==> src/rtl/uart_alu_frame_ctrl.sv <==
// uart_alu_frame_ctrl
//   Framed command controller sitting between a UART receiver, an ALU and a
//   UART transmitter. A frame is SYNC, opcode, operand A (NBYTES, LSB first),
//   operand B (NBYTES, LSB first) and, when CHK_EN=1, an XOR checksum of the
//   opcode and operand bytes. The response is a status byte (00 ok, E1 bad
//   checksum, E2 inter-byte timeout) followed, on success only, by the
//   NBYTES-wide ALU result, LSB first.
//
// Ports
//   clk, reset          system clock, synchronous active-high reset
//   rx_done_tick/rx_data received byte strobe and value
//   tx_done_tick        transmitter finished the outstanding byte
//   tx_start/tx_data    start pulse and byte for the transmitter
//   alu_a/alu_b/alu_op  ALU operands and opcode, loaded together on EXEC entry
//   alu_result          ALU output, valid ALU_LAT cycles after the operands
//   busy                high whenever not IDLE
//   overrun             one-cycle pulse when a received byte is dropped
//
// state       | meaning
// ST_IDLE     | waiting for SYNC, other bytes ignored
// ST_OP       | waiting for opcode byte
// ST_A        | shifting in operand A bytes
// ST_B        | shifting in operand B bytes
// ST_CHK      | waiting for checksum byte
// ST_EXEC     | operands on the ALU, waiting ALU_LAT cycles
// ST_TX_STAT  | status byte handed to transmitter (tx_start high)
// ST_TX_WAIT  | waiting for status byte to finish
// ST_TX_RES   | result byte handed to transmitter (tx_start high)
// ST_TX_RWAIT | waiting for result byte to finish
module uart_alu_frame_ctrl #(
    parameter int         NBYTES  = 2,
    parameter logic [7:0] SYNC    = 8'hA5,
    parameter bit         CHK_EN  = 1'b1,
    parameter int         TIMEOUT = 100000,
    parameter int         ALU_LAT = 1,
    localparam int        DATA_W  = 8 * NBYTES
) (
    input  logic              clk,
    input  logic              reset,
    input  logic              rx_done_tick,
    input  logic [7:0]        rx_data,
    input  logic              tx_done_tick,
    output logic              tx_start,
    output logic [7:0]        tx_data,
    output logic [DATA_W-1:0] alu_a,
    output logic [DATA_W-1:0] alu_b,
    output logic [5:0]        alu_op,
    input  logic [DATA_W-1:0] alu_result,
    output logic              busy,
    output logic              overrun
);

    localparam int IDX_W = (NBYTES > 1) ? $clog2(NBYTES) : 1;
    localparam int TO_W  = $clog2(TIMEOUT + 1);
    localparam int LAT_W = (ALU_LAT > 0) ? $clog2(ALU_LAT + 1) : 1;

    localparam logic [IDX_W-1:0] LAST_IDX = IDX_W'(NBYTES - 1);
    localparam logic [TO_W-1:0]  TO_MAX   = TO_W'(TIMEOUT);
    localparam logic [LAT_W-1:0] LAT_LOAD = LAT_W'(ALU_LAT);

    localparam logic [7:0] STAT_OK  = 8'h00;
    localparam logic [7:0] STAT_CHK = 8'hE1;
    localparam logic [7:0] STAT_TO  = 8'hE2;

    typedef enum logic [3:0] {
        ST_IDLE,
        ST_OP,
        ST_A,
        ST_B,
        ST_CHK,
        ST_EXEC,
        ST_TX_STAT,
        ST_TX_WAIT,
        ST_TX_RES,
        ST_TX_RWAIT
    } state_t;

    state_t state, next_state;

    logic [5:0]        op_hold;
    logic [DATA_W-1:0] a_hold, b_hold, b_final;
    logic [DATA_W-1:0] res_q;
    logic [7:0]        chk_q;
    logic [7:0]        status_q, status_next;
    logic [TO_W-1:0]   to_cnt;
    logic [IDX_W-1:0]  byte_idx;
    logic [LAT_W-1:0]  lat_cnt;
    logic              in_frame, to_hit, last_byte, tx_phase;

    // New byte enters at the top; after NBYTES bytes the first one is the LSB.
    function automatic logic [DATA_W-1:0] shift_in(input logic [DATA_W-1:0] r,
                                                   input logic [7:0] b);
        return DATA_W'({b, r} >> 8);
    endfunction

    assign in_frame  = (state inside {ST_OP, ST_A, ST_B, ST_CHK});
    assign tx_phase  = (state inside {ST_EXEC, ST_TX_STAT, ST_TX_WAIT, ST_TX_RES, ST_TX_RWAIT});
    assign to_hit    = in_frame && (to_cnt == TO_MAX);
    assign last_byte = (byte_idx == LAST_IDX);
    assign busy      = (state != ST_IDLE);

    // Without a checksum byte EXEC is entered on the last B byte, before
    // b_hold has absorbed it, so the operand load takes the shifted value.
    assign b_final = (state == ST_B && rx_done_tick) ? shift_in(b_hold, rx_data) : b_hold;

    always_ff @(posedge clk) begin
        if (reset) state <= ST_IDLE;
        else       state <= next_state;
    end

    always_comb begin
        next_state  = state;
        status_next = status_q;
        case (state)
            ST_IDLE: begin
                if (rx_done_tick && rx_data == SYNC) next_state = ST_OP;
            end
            ST_OP: begin
                if (rx_done_tick) next_state = ST_A;
                else if (to_hit) begin
                    next_state  = ST_TX_STAT;
                    status_next = STAT_TO;
                end
            end
            ST_A: begin
                if (rx_done_tick) begin
                    if (last_byte) next_state = ST_B;
                end else if (to_hit) begin
                    next_state  = ST_TX_STAT;
                    status_next = STAT_TO;
                end
            end
            ST_B: begin
                if (rx_done_tick) begin
                    if (last_byte) next_state = CHK_EN ? ST_CHK : ST_EXEC;
                end else if (to_hit) begin
                    next_state  = ST_TX_STAT;
                    status_next = STAT_TO;
                end
            end
            ST_CHK: begin
                if (rx_done_tick) begin
                    if (rx_data == chk_q) next_state = ST_EXEC;
                    else begin
                        next_state  = ST_TX_STAT;
                        status_next = STAT_CHK;
                    end
                end else if (to_hit) begin
                    next_state  = ST_TX_STAT;
                    status_next = STAT_TO;
                end
            end
            ST_EXEC: begin
                if (lat_cnt == '0) begin
                    next_state  = ST_TX_STAT;
                    status_next = STAT_OK;
                end
            end
            ST_TX_STAT: next_state = ST_TX_WAIT;
            ST_TX_WAIT: begin
                if (tx_done_tick) next_state = (status_q == STAT_OK) ? ST_TX_RES : ST_IDLE;
            end
            ST_TX_RES: next_state = ST_TX_RWAIT;
            ST_TX_RWAIT: begin
                if (tx_done_tick) next_state = last_byte ? ST_IDLE : ST_TX_RES;
            end
            default: next_state = ST_IDLE;
        endcase
    end

    always_ff @(posedge clk) begin
        if (reset) begin
            tx_start <= 1'b0;
            tx_data  <= '0;
            alu_a    <= '0;
            alu_b    <= '0;
            alu_op   <= '0;
            overrun  <= 1'b0;
            op_hold  <= '0;
            a_hold   <= '0;
            b_hold   <= '0;
            res_q    <= '0;
            chk_q    <= '0;
            status_q <= '0;
            to_cnt   <= '0;
            byte_idx <= '0;
            lat_cnt  <= '0;
        end else begin
            // tx_start is high exactly during the ST_TX_STAT / ST_TX_RES cycles.
            tx_start <= (next_state == ST_TX_STAT) || (next_state == ST_TX_RES);
            overrun  <= rx_done_tick && tx_phase;
            to_cnt   <= (in_frame && !rx_done_tick) ? to_cnt + 1'b1 : '0;

            case (state)
                ST_IDLE: begin
                    if (rx_done_tick && rx_data == SYNC) begin
                        chk_q    <= '0;
                        byte_idx <= '0;
                    end
                end
                ST_OP: begin
                    if (rx_done_tick) begin
                        op_hold <= rx_data[5:0];
                        chk_q   <= chk_q ^ rx_data;
                    end
                end
                ST_A: begin
                    if (rx_done_tick) begin
                        a_hold   <= shift_in(a_hold, rx_data);
                        chk_q    <= chk_q ^ rx_data;
                        byte_idx <= last_byte ? '0 : byte_idx + 1'b1;
                    end
                end
                ST_B: begin
                    if (rx_done_tick) begin
                        b_hold   <= b_final;
                        chk_q    <= chk_q ^ rx_data;
                        byte_idx <= last_byte ? '0 : byte_idx + 1'b1;
                    end
                end
                ST_EXEC: begin
                    if (lat_cnt != '0) lat_cnt <= lat_cnt - 1'b1;
                    else               res_q   <= alu_result;
                end
                ST_TX_WAIT: begin
                    if (tx_done_tick) byte_idx <= '0;
                end
                ST_TX_RWAIT: begin
                    if (tx_done_tick && !last_byte) byte_idx <= byte_idx + 1'b1;
                end
                default: ;
            endcase

            if (next_state == ST_EXEC && state != ST_EXEC) begin
                alu_a   <= a_hold;
                alu_b   <= b_final;
                alu_op  <= op_hold;
                lat_cnt <= LAT_LOAD;
            end

            if (next_state == ST_TX_STAT) begin
                tx_data  <= status_next;
                status_q <= status_next;
            end

            if (next_state == ST_TX_RES) begin
                tx_data <= res_q[7:0];
                res_q   <= res_q >> 8;
            end
        end
    end

endmodule

==> config.mk <==
export PLATFORM = sky130hd
export DESIGN_NAME = uart_alu_frame_ctrl
export DESIGN_NICKNAME = d
export VERILOG_FILES = /design/src/rtl/uart_alu_frame_ctrl.sv
export SDC_FILE = /design/constraint.sdc
export NUM_CORES = 1
export LEC_CHECK = 0
export CAP_MARGIN = 30
export CORE_MARGIN = 3
export CORE_UTILIZATION = 55
export CTS_CLUSTER_DIAMETER = 150
export DETAILED_ROUTE_END_ITERATION = 8
export PLACE_DENSITY = 0.8
export RECOVER_POWER = 100
export SYNTH_ARGS = -nofsm -noshare
export SYNTH_HDL_FRONTEND = slang
export SYNTH_SLANG_ARGS = --single-unit
==> constraint.sdc <==
create_clock -name clk -period 3.05 [get_ports clk]
set_clock_uncertainty 0.2 [all_clocks]
set_input_delay 0.7625 -clock clk [delete_from_list [all_inputs] [get_ports clk]]
set_output_delay 0.7625 -clock clk [all_outputs]
set_load 0.05 [all_outputs]
==> metrics <==
Die X 109 um; Max FO, Critical Path 11; final wirelength 14000 um; yosys warns 0; Syn Area/Cell 8.47 um2; clk_lat worst skew 0.52 ns; GR Util All Layers 24.4%; fraction of registers with async set/reset 0%; CTS tree yes; multi-input logic area roughly 2800 um2; number of setup buffers added after CTS 0; TNS Setup 0 ns; Net Sw Frac 23.5%; drt first pass iters 5; largest cells by area after synthesis dfxtp_1 (48%), nand2_1 (10%), a21oi_1 (7.2%); WS Path Type input pin to flop; DR iter-0 viols 332; H-tree Lvls 4; XOR/XNOR Fraction of Synth Area 3.44%; clock sinks 141; hold buffers post-CTS 0; post-synth top area share 48.2%; total congestion overflow 0; clock root buffer master clkbuf_8; min cycle time layout 2.85 ns; nets@finish between 800 and 900; Post-Syn Nets 721; Synth Register Bits 141; Antenna Cells 0; NetSw slightly above 900 uW; share of layout cells above drive strength 1 10.2%; final setup margin 0.201 ns; vias 5170; min-delay worst type flop to flop; die area 11900 um2; Top FF cell, synth dfxtp_1; sequential-to-total area share from yosys stat 48.2%; Vias/cell 5.57; post-route ant nets 0; Core Util, Final 72.0%; Synth area leader dfxtp_1; Slew HR 55.2%; CTS resizes 0; Leak 2.84 nW; Mapped Cells 691; largest net degree at the start of global routing slightly above 80; Power Density ~530 nW/um2; initial antenna violation count 0; I/O pins between 70 and 80; Post-synth EDFFs 0; TritonCTS buffer count 17; outcome finished, final reports clean; routed length per instance 15.1 um; Initial Util 56.7%; Worst Setup Start Kind input pin; GP Congestion 0.889; clock share of power 50.3%; register share of total power 46.8%; Comb pwr share 2.9%; post-route cell area approximately 7400 um2; Synth Area in Compound Gates roughly 14%; area post-placement between 6000 and 7000 um2; Crit. End Element flop; Placeable Area approximately 10000 um2; Synth Area in Adders 0.428%; Peak VDD IR around 0.44 mV; largest family of logic cells by synthesized area simple AND/OR/NAND/NOR gates; post-synth cell types 67; worst-margin pin slew about 0.67 ns; Final Setup Violations 0; Fin. Hold Viols 0; mux cell area share after synthesis 4.28%; worst hold path depth 2; Req. time, crit path 3.29 ns; max-slew violations 0; number of buffers inserted by port buffering 76; largest stage delay on the critical path 0.65 ns; maximum root-to-sink buffer count 2; Hold WS 0.248 ns; Worst-path clk slew 0.07 ns; dpl hpwl between 9000 and 10000 um; WP data arrival 3.09 ns; first-pass GRT wire length 23200 um; # fillers 799; unrepaired setup endpoints after global routing false; simple-gate portion of the synthesized area 25.9%; DRC violations left 0; Crit-path slowest cell dlygate4sd3_1; reg2reg path depth 8; row count 37; Pint 3.01 mW; Fmax about 0.35 GHz; Maximum Capacitance Violations 0; cells along the critical path dlygate4sd3_1 > or4b_1 > nor4_2 > clkbuf_1 > a211oi_1 > nand2_2 > buf_4 > o311ai_0 > a21oi_1; period utilization 93.4%; Area Overhead vs Synth 27.0%; Die H around 110 um; Syn Std Cell Area 5850 um2; Seq. cell area 2820 um2; vias in the first global route 4896; DP Worst Slack -0.191 ns
## logic make-up (layout without fill, tap and decap cells)
| kind of cell | after synthesis | count (layout) |
|---|---|---|
| DFF | 141 | 141 |
| and+or+nand+nor | 313 | 313 |
| buffers and inverters | 52 | 153 |
| xor gates and xnor gates | 23 | 23 |
| adders and majority gates | 2 | 2 |
| AOI/OAI and AO/OA | 137 | 137 |
| muxes | 23 | 23 |
## cell usage after synthesis, types with 5 or more instances
cell      instances
a311oi_1          9
a21oi_1          84
xor2_1            9
nor2b_1          20
nor3_1            5
nand3_1           7
nand2_1         163
buf_2             9
o21ai_0          16
nor3b_1           6
dfxtp_1         141
or3_1             7
nand4_1           5
nand3b_1         10
mux2_2           16
inv_1             8
mux2i_1           7
clkbuf_1         32
and3_1            7
xnor2_1          14
nor2_1           53
## stage by stage
step / power [mW] / std cells
final: 3.94 / 928
after global routing: 4.05 / 928
after CTS: 3.96 / 928
after detailed placement: 2.00 / 896
after global placement: 1.99 / 896
after floorplan: 1.93 / 691
## critical path, delay by kind of cell
kind	cells	cell delay, ns
compound gates	3	0.45
buf+inv	3	1.03
simple gates	3	0.84
## cell type report
| type | count | area share (%) |
|---|---|---|
| clock inverters | 14 | 2.07 |
| repair buffers | 113 | 13.9 |
| well taps | 136 | 2.29 |
| inverters | 8 | 0.404 |
| flip-flops and latches | 141 | 38.0 |
| clock buffers | 18 | 5.62 |
| multi-input cells | 498 | 37.7 |
## flip-flops by register name (all words and copies together) (netlist names)
register	cells
status_q	8
tx_data	8
overrun	1
a_hold	16
alu_a	16
op_hold	6
alu_b	16
tx_start	1
chk_q	8
byte_idx	1
lat_cnt	1
alu_op	6
res_q	16
b_hold	16
state	4
to_cnt	17
## cells in the final DEF, fill, tap and decap left out, types with 3 or more instances in the layout
master	synthesis	layout
dlygate4sd3_1	0	49
nand3b_1	10	10
inv_6	0	5
clkbuf_1	32	5
nor2b_1	20	20
o22ai_1	3	3
mux2_2	16	5
a311oi_1	9	9
clkbuf_2	0	4
clkdlybuf4s50_1	0	25
xor2_1	9	9
nand3_1	7	7
or3_1	7	7
xnor2_1	14	14
dfxtp_1	141	141
and3_1	7	7
a211oi_1	3	3
inv_8	0	3
nand2_1	163	163
buf_4	1	28
a21oi_1	84	84
clkbuf_16	0	16
inv_1	8	8
mux2i_1	7	7
o21ai_0	16	16
nor2_1	53	53
nor3_1	5	5
o311ai_0	3	5
nor3b_1	6	6
mux2_1	0	11
nand4_1	5	5
## power groups by stage
stage	clock, mW	sequential (mW)	combinational [mW]
after floorplan	0	1.88	0.0422
after CTS	2.01	1.84	0.113
after global placement	0	1.88	0.111
after detailed placement	0	1.88	0.113
final	1.98	1.84	0.114
after global routing	2.09	1.84	0.120
## layer usage
layer	track usage (%)	part of all wire, %
met2	42.4	51
met3	5.33	4.4
met5	0	0
met4	7.94	1.4
met1	29.8	43
## path summary, 6_finish.rpt
check                                            start                       to  slack (ns)
worst max-delay path                        rx_data[6]  tx_data[4]$_SDFFE_PP0P_        0.20
worst min-delay path            alu_op[2]$_SDFFE_PP0P_   alu_op[2]$_SDFFE_PP0P_        0.25
worst max register to register     state[1]$_SDFF_PP0_  tx_data[4]$_SDFFE_PP0P_        0.23
worst min register to register  alu_op[2]$_SDFFE_PP0P_   alu_op[2]$_SDFFE_PP0P_        0.25
(Power assumes the default switching activity.)
